$ cat config.mk
export PLATFORM = sky130hd
export DESIGN_NAME = pilha_rpn_param
export DESIGN_NICKNAME = d
export VERILOG_FILES = /design/src/rtl/pilha_rpn_param.sv
export SDC_FILE = /design/constraint.sdc
export NUM_CORES = 1
export LEC_CHECK = 0
export ABC_AREA = 1
export BUFFER_PORTS_ARGS = -buffer_cell sky130_fd_sc_hd__buf_4
export CORE_MARGIN = 10
export CORE_UTILIZATION = 25
export DETAILED_ROUTE_END_ITERATION = 6
export MAX_ROUTING_LAYER = met4
export SYNTH_ARGS = -nofsm -noshare
export SYNTH_HDL_FRONTEND = slang
export SYNTH_SLANG_ARGS = --single-unit
$ cat constraint.sdc
create_clock -name clk -period 3.4 [get_ports clk]
set_input_delay 0.68 -clock clk [delete_from_list [all_inputs] [get_ports clk]]
set_output_delay 0.68 -clock clk [all_outputs]
set_load 0.05 [all_outputs]
$ cat src/rtl/pilha_rpn_param.sv
// RPN operand stack with an integrated three-step evaluation unit (accept, compute, write back).
// Element 0 is the top; pushes and pops shift the whole array by one position.
module pilha_rpn_param #(
   parameter int LARGURA      = 8,
   parameter int PROFUNDIDADE = 8,
   parameter int LARG_CONT    = $clog2(PROFUNDIDADE + 1)
) (
   input  logic                 clk,
   input  logic                 rst,
   input  logic [LARGURA-1:0]   entrada,
   input  logic                 entrada_numero,
   input  logic                 executar,
   input  logic [2:0]           operacao,
   input  logic                 limpar_erro,
   output logic                 pronto,
   output logic [LARGURA-1:0]   topo,
   output logic [LARGURA-1:0]   segundo,
   output logic [LARG_CONT-1:0] contagem,
   output logic                 pilha_vazia,
   output logic                 pilha_cheia,
   output logic                 carry,
   output logic                 zero,
   output logic                 erro_underflow,
   output logic                 erro_overflow
);

   localparam logic [2:0] OP_ADD  = 3'b000;
   localparam logic [2:0] OP_SUB  = 3'b001;
   localparam logic [2:0] OP_AND  = 3'b010;
   localparam logic [2:0] OP_OR   = 3'b011;
   localparam logic [2:0] OP_XOR  = 3'b100;
   localparam logic [2:0] OP_DUP  = 3'b101;
   localparam logic [2:0] OP_SWAP = 3'b110;
   localparam logic [2:0] OP_DROP = 3'b111;

   localparam logic [LARG_CONT-1:0] CONT_UM    = LARG_CONT'(1);
   localparam logic [LARG_CONT-1:0] CONT_DOIS  = LARG_CONT'(2);
   localparam logic [LARG_CONT-1:0] CONT_CHEIA = LARG_CONT'(PROFUNDIDADE);

   typedef enum logic [1:0] {OCIOSO, CALCULA, ESCREVE} estado_t;
   typedef enum logic [1:0] {ACAO_NADA, ACAO_PUSH, ACAO_POP, ACAO_TROCA} acao_t;

   estado_t              estado_reg, estado_next;
   acao_t                acao;
   logic [LARGURA-1:0]   pilha [PROFUNDIDADE];
   logic [LARGURA-1:0]   op_a_reg, op_b_reg, resultado_reg, valor_escrita;
   logic [2:0]           opcode_reg;
   logic [LARG_CONT-1:0] contagem_reg;
   logic                 carry_reg, zero_reg, erro_underflow_reg, erro_overflow_reg;
   logic                 aceita_push, aceita_exec, precisa_dois;
   logic                 falta_operando, falta_espaco, push_ok, exec_ok;
   logic [LARGURA:0]     soma, diferenca;

   assign pilha_cheia    = (contagem_reg == CONT_CHEIA);
   assign pilha_vazia    = (contagem_reg == '0);
   assign aceita_push    = (estado_reg == OCIOSO) && entrada_numero && !executar;
   assign aceita_exec    = (estado_reg == OCIOSO) && executar && !entrada_numero;
   assign precisa_dois   = (operacao <= OP_XOR) || (operacao == OP_SWAP);
   assign falta_operando = aceita_exec &&
                           (precisa_dois ? (contagem_reg < CONT_DOIS) : (contagem_reg < CONT_UM));
   assign falta_espaco   = pilha_cheia && (aceita_push || (aceita_exec && operacao == OP_DUP));
   assign push_ok        = aceita_push && !pilha_cheia;
   assign exec_ok        = aceita_exec && !falta_operando && !falta_espaco;
   assign soma           = {1'b0, op_b_reg} + {1'b0, op_a_reg};
   assign diferenca      = {1'b0, op_b_reg} - {1'b0, op_a_reg};

   // Each element picks its neighbour above (push), below (pop) or its swap partner.
   // Element 0 always takes valor_escrita, so the new top is known in one place.
   for (genvar gi = 0; gi < PROFUNDIDADE; gi++) begin : g_elem
      logic [LARGURA-1:0] valor_reg, valor_next, de_cima, de_baixo, troca;
      if (gi == 0) begin : g_topo
         assign de_cima  = valor_escrita;
         assign de_baixo = valor_escrita;
         assign troca    = valor_escrita;
      end else begin : g_resto
         assign de_cima = pilha[gi-1];
         assign troca   = (gi == 1) ? op_a_reg : valor_reg;
         if (gi == PROFUNDIDADE - 1) begin : g_fundo
            assign de_baixo = '0;
         end else begin : g_meio
            assign de_baixo = pilha[gi+1];
         end
      end
      always_comb begin
         case (acao)
            ACAO_PUSH:  valor_next = de_cima;
            ACAO_POP:   valor_next = de_baixo;
            ACAO_TROCA: valor_next = troca;
            default:    valor_next = valor_reg;
         endcase
      end
      always_ff @(posedge clk or posedge rst) begin
         if (rst) valor_reg <= '0;
         else     valor_reg <= valor_next;
      end
      assign pilha[gi] = valor_reg;
   end

   always_ff @(posedge clk or posedge rst) begin
      if (rst) estado_reg <= OCIOSO;
      else     estado_reg <= estado_next;
   end

   always_comb begin
      estado_next = estado_reg;
      case (estado_reg)
         OCIOSO:  if (exec_ok) estado_next = CALCULA;
         CALCULA: estado_next = ESCREVE;
         ESCREVE: estado_next = OCIOSO;
         default: estado_next = OCIOSO;
      endcase
   end

   always_comb begin
      pronto        = 1'b0;
      acao          = ACAO_NADA;
      valor_escrita = entrada;
      case (estado_reg)
         OCIOSO: begin
            pronto = 1'b1;
            if (push_ok) acao = ACAO_PUSH;
         end
         ESCREVE: begin
            case (opcode_reg)
               OP_DUP:  begin acao = ACAO_PUSH;  valor_escrita = op_a_reg;      end
               OP_SWAP: begin acao = ACAO_TROCA; valor_escrita = op_b_reg;      end
               OP_DROP: begin acao = ACAO_POP;   valor_escrita = pilha[1];      end
               default: begin acao = ACAO_POP;   valor_escrita = resultado_reg; end
            endcase
         end
         default: ;
      endcase
   end

   always_ff @(posedge clk or posedge rst) begin
      if (rst) begin
         op_a_reg           <= '0;
         op_b_reg           <= '0;
         opcode_reg         <= OP_ADD;
         resultado_reg      <= '0;
         contagem_reg       <= '0;
         carry_reg          <= 1'b0;
         zero_reg           <= 1'b0;
         erro_underflow_reg <= 1'b0;
         erro_overflow_reg  <= 1'b0;
      end else begin
         if (exec_ok) begin
            op_a_reg   <= pilha[0];
            op_b_reg   <= pilha[1];
            opcode_reg <= operacao;
         end
         if (estado_reg == CALCULA) begin
            case (opcode_reg)
               OP_ADD:  begin resultado_reg <= soma[LARGURA-1:0];      carry_reg <= soma[LARGURA];      end
               OP_SUB:  begin resultado_reg <= diferenca[LARGURA-1:0]; carry_reg <= diferenca[LARGURA]; end
               OP_AND:  resultado_reg <= op_b_reg & op_a_reg;
               OP_OR:   resultado_reg <= op_b_reg | op_a_reg;
               OP_XOR:  resultado_reg <= op_b_reg ^ op_a_reg;
               default: resultado_reg <= resultado_reg;
            endcase
         end
         case (acao)
            ACAO_PUSH: contagem_reg <= contagem_reg + CONT_UM;
            ACAO_POP:  contagem_reg <= contagem_reg - CONT_UM;
            default:   contagem_reg <= contagem_reg;
         endcase
         if (acao != ACAO_NADA) zero_reg <= (valor_escrita == '0);
         // A new error in the same cycle as a clear request keeps the flag set.
         erro_underflow_reg <= falta_operando ? 1'b1 : (limpar_erro ? 1'b0 : erro_underflow_reg);
         erro_overflow_reg  <= falta_espaco   ? 1'b1 : (limpar_erro ? 1'b0 : erro_overflow_reg);
      end
   end

   assign topo           = pilha[0];
   assign segundo        = pilha[1];
   assign contagem       = contagem_reg;
   assign carry          = carry_reg;
   assign zero           = zero_reg;
   assign erro_underflow = erro_underflow_reg;
   assign erro_overflow  = erro_overflow_reg;

endmodule

# Word level (Yosys, flattened, before mapping)
# Cells that the tools add are included.
# Widths: inputs -> output; s select.
[op_classes]
add_sub_neg = 4
order_cmp = 3
eq_ne = 16
muxes = 22
bitwise = 3
reduce_logical = 31
[op_table]
columns = ["op", "n"]
rows = [
  ["$pmux 8 s2", 6],
  ["$pmux 8 s3", 2],
  ["$pmux 8 s5", 1],
  ["$eq 3x3->1 const B", 6],
  ["$pmux 2 s2", 3],
  ["$logic_and 1x1->1", 10],
  ["$reduce_bool 2->1", 5],
  ["$add 8x8->9", 1],
  ["$sub 8x8->9", 1],
  ["$and 8x8->8", 1],
  ["$logic_not 8->1", 1],
  ["$mux 8", 1],
  ["$or 8x8->8", 1],
  ["$pmux 4 s2", 1],
  ["$xor 8x8->8", 1],
  ["$eq 2x2->1 const B", 3],
  ["$eq 3x2->1 const B", 2],
  ["$mux 1", 6],
  ["$logic_not 1->1", 5],
  ["$reduce_bool 5->1", 1],
  ["$add 4x1->4 const B", 1],
  ["$eq 2x1->1 const B", 2],
  ["$eq 4x4->1 const B", 1],
  ["$logic_not 4->1", 1],
  ["14 further kinds", 16],
]
[totals]
ff_bits = 101
inputBits = 16
out_inout_bits = 27
word_cells = 97

# Longest topological paths before layout
[depth]
word_depth = 10
mapped_depth = 15

# Worst setup path before layout
# Ideal clock, no wire load.
[synth_path]
path_kind = "reg2reg"
start = "reg contagem_reg[0] (netlist: contagem[0])"
end = "reg contagem_reg[1] (netlist: contagem[1])"
arrival_ps = 3685
t_required_ps = 3263
setup_slack_ps = -422
stages_incl_launch_ff = 13
synth_period_minus_slack_ps = 3822
path_cell_list = "dfrtp_1 inv_1 ha_1 inv_1 nor3_1 nor2_1 a31oi_1 ha_1 clkbuf_1 inv_1 clkbuf_1 buf_1 o21ai_0"
[synth_via]
elab_chain_len = 7
elab_cells_between_ends = 11
classes_between = "add/sub (2); eq/ne (3); mux (3); reduce/logical (3)"
[synth_rtl]
columns = ["element", "line_no", "rtl"]
rows = [
  ["start, declared", "48", "logic [LARG_CONT-1:0] contagem_reg;"],
  ["start signal, assigned", "163", "ACAO_PUSH: contagem_reg <= contagem_reg + CONT_UM;"],
  ["start signal, assigned", "164", "ACAO_POP: contagem_reg <= contagem_reg - CONT_UM;"],
  ["start signal, assigned", "165", "default: contagem_reg <= contagem_reg;"],
  ["$eq 4x4->1 *", "54", "assign pilha_cheia = (contagem_reg == CONT_CHEIA);"],
  ["named net pilha_cheia", "20", "output logic pilha_cheia,"],
  ["$logic_not 1->1 *", "62", "assign push_ok = aceita_push && !pilha_cheia;"],
  ["$logic_and 1x1->1 *", "62", ""],
  ["$mux 1 *", "121", "if (push_ok) acao = ACAO_PUSH;"],
  ["$pmux 2 s2 *", "118", "case (estado_reg)"],
  ["$eq 2x2->1 or $eq 2x1->1 (tied branches)", "162", "case (acao)"],
  ["$pmux 4 s2 or $reduce_bool 2->1 (tied branches)", "-", ""],
]
# The timed path passes the listed nets; every way through them passes the cells marked *.
# A chain may end at the register's enable or synchronous reset.

# Worst setup path in the final report
[layout_path]
start = "reg opcode_reg[1]"
end = "reg contagem_reg[3] (netlist: contagem[3])"
[layout_via]
elab_chain_len = 5
elab_cells_between_ends = 8
classes_between = "eq/ne (4); mux (3); reduce/logical (1)"
[layout_rtl]
columns = ["element", "line_no", "rtl"]
rows = [
  ["start, declared", "47", "logic [2:0] opcode_reg;"],
  ["start signal, assigned", "150", "opcode_reg <= operacao;"],
  ["$eq 3x3->1", "124", "case (opcode_reg)"],
  ["$pmux 2 s2 *", "124", ""],
  ["$pmux 2 s2 *", "118", ""],
  ["$eq 2x2->1 or $eq 2x1->1 (tied branches)", "162", ""],
  ["$pmux 4 s2 or $reduce_bool 2->1 (tied branches)", "-", ""],
]
# Every way passes the cells marked *; elsewhere a longest branch is shown, timed or not.

==> flow_summary.json <==
{
  "status": "finished clean",
  "ios": 43,
  "dp_slack_ns": 0.6243,
  "dp.final_hpwl_mm": 11.91,
  "antenna_left": 0,
  "ctsRootBufferMaster": "clkbuf_16",
  "yosys.cell_count.top_type": "nand2_1",
  "numCtsBuffers": 9,
  "grt-ovfl-total": 0,
  "wl_met2_mm": 8.079,
  "cts_tree": "done",
  "wl_met3_um": 671,
  "nets": 872,
  "viasPerCell": 4.656,
  "hp-class": "in -> async",
  "post_cts_buffers": 0,
  "path_clk_slew_ns": 0.08,
  "leakage_uw": 0.003322,
  "setup.worst_path.class": "reg -> reg",
  "first_iter_violations": 508,
  "dp_cells": 1131,
  "worstMarginPinSlew_ns": 0.6503,
  "synth.distinct_cells": 35,
  "wirelength_mm": 16.46,
  "synthFlopType": "dfrtp_1",
  "gp_congestion": 0.8475,
  "grt_max_degree": 56,
  "setup_violations": 0,
  "syn_nets": 852,
  "power_density_nw_per_um2": 1031,
  "dieArea_um2": 30680,
  "first_pass_iters": 5,
  "hold_viol": 0,
  "slew_violations": 0,
  "fin_total_pwr_uw": 7197,
  "clock_sinks": 101,
  "die_h_um": 175.2,
  "period_minus_slack_ns": 2.821,
  "fmax_ghz": 0.3545,
  "ctsResizeCount": 0,
  "syn_to_final_growth_pct": 16.01,
  "die_w_um": 175.2,
  "drcViolationCount": 0,
  "num-fill-cells": 2547,
  "vdd_drop_max_v": 0.0003719,
  "largest_register_ffs": 48,
  "place_area_um2": 6678,
  "synth.cell_area_um2": 6020,
  "drive_above_1_share": 0.09903,
  "grt_antenna_before_repair": 0,
  "cts_max_path_buffers": 2,
  "wl_met1_mm": 7.569,
  "cp_data_required_time_ns": 3.66,
  "synth_edf_count": 0,
  "top_layer": "met4",
  "htree_levels": 3,
  "initial_core_util": 0.2549,
  "worstPathArrival_ns": 3.08,
  "grt_util_all_layers": 0.1125,
  "holdBufCountCts": 0,
  "grt_pass1_wl_mm": 27.67,
  "clkLatencyLatePin_ns": 0.36,
  "syn_inst": 803,
  "crit_path_max_fanout": 55,
  "drv_cap": 0,
  "via_count": 5340,
  "clock_skew_ns": 0.01227,
  "async_reset_ff_frac": 1.000,
  "synth.largest_area_cell": "dfrtp_1",
  "grt_pass1_vias": 5223,
  "numPortBuffers": 42,
  "row_count": 56,
  "synth_common_cells": "156 x nand2_1, 111 x o21ai_0, 101 x dfrtp_1, 101 x inv_1, 82 x nor2_1",
  "synth_top_area_frac": 0.4199,
  "period_share": 0.8297,
  "fin_area_um2": 6983,
  "crit_path_start_kind": "flop",
  "diodes": 0,
  "cp-end-kind": "flop",
  "core_um2": 23610,
  "seq_area_frac_synth": 0.4199,
  "tns_ns": 0,
  "final_cells": 1147,
  "wire_per_inst_um": 14.35,
  "max_slew_margin": 0.5664,
  "synth_seq_cells": 101,
  "yosysWarnings": 0,
  "setup_slack_ns": 0.5792,
  "rsz0062_at_grt": "no",
  "avgSynthCellArea_um2": 7.496,
  "synth_area_leaders": "dfrtp_1 42%, nand2_1 9.7%, o21ai_0 9.2%"
}
cells in the final DEF, fill, tap and decap left out, types with 12 or more instances in the layout:
master	Yosys	routed
nand2_1	156	156
buf_4	0	52
ha_1	31	31
nor2_1	82	82
a21oi_1	28	28
inv_1	101	100
nand3_1	32	32
nand4_1	27	27
a31oi_1	12	12
a22oi_1	16	16
dfrtp_1	101	101
o21ai_0	111	111
layout make-up:
cell class / count / area, µm² / area share
timing repair buffer: 54 / 430.4 / 0.06164
clock inverter: 7 / 80.08 / 0.01147
sequential: 101 / 2527 / 0.3619
clock buffer: 9 / 225.2 / 0.03225
tap: 319 / 399.1 / 0.05716
multi-input combinational: 552 / 2924 / 0.4187
inverter: 105 / 396.6 / 0.05680
final timing paths:
path,start,to,slack (ns),depth (start not counted)
setup / recovery,opcode_reg[1],contagem[3],0.58,9
hold / removal,rst,erro_overflow,0.42,2
hold reg to reg,g_elem[6].de_baixo[6],g_elem[6].de_baixo[6],0.48,2
max in group asynchronous,rst,g_elem[3].de_baixo[1],2.27,3
min in group clk,g_elem[6].de_baixo[6],g_elem[6].de_baixo[6],0.48,2
setup reg to reg,opcode_reg[1],contagem[3],0.58,9
metrics by stage:
stage | hold WS (ns) | util
final | 0.4152 | 0.2957
after global routing | 0.4710 | 0.2957
after CTS | 0.4367 | 0.2957
after detailed placement | 0.4679 | 0.2828
after global placement | 0.4608 | 0.2828
after floorplan | 0.4437 | -
layer usage:
metal  global-route usage  up-vias
li1                     -     2702
met1               0.1405     2521
met2               0.1837      110
met3              0.02393        7
met4              0.02437        0
met5                    -        -
cell families after synthesis:
| group | count (synthesis) | synth area share |
|---|---|---|
| adders and majority gates | 33 | 0.07109 |
| DFF | 101 | 0.4199 |
| AOI/OAI and AO/OA | 204 | 0.1894 |
| xor gates and xnor gates | 5 | 0.007276 |
| buffers and inverters | 150 | 0.09520 |
| and+or+nand+nor | 310 | 0.2172 |
critical path: stages, from the launching register on:
cell,delay (ns)
dfrtp_1,0.71
nor2_2,0.13
nor2_4,0.31
a31oi_1,0.26
ha_1,0.36
buf_4,0.41
o21ai_0,0.16
a21oi_1,0.17
xor2_1,0.15
inv_1,0.05
power breakdown:
| group | internal [µW] | leakage (µW) | switching [µW] |
|---|---|---|---|
| sequential | 1740 | 0.00126 | 564 |
| clock | 583 | 0.000149 | 495 |
| combinational | 1230 | 0.00192 | 2590 |
(Power assumes the default switching activity.)
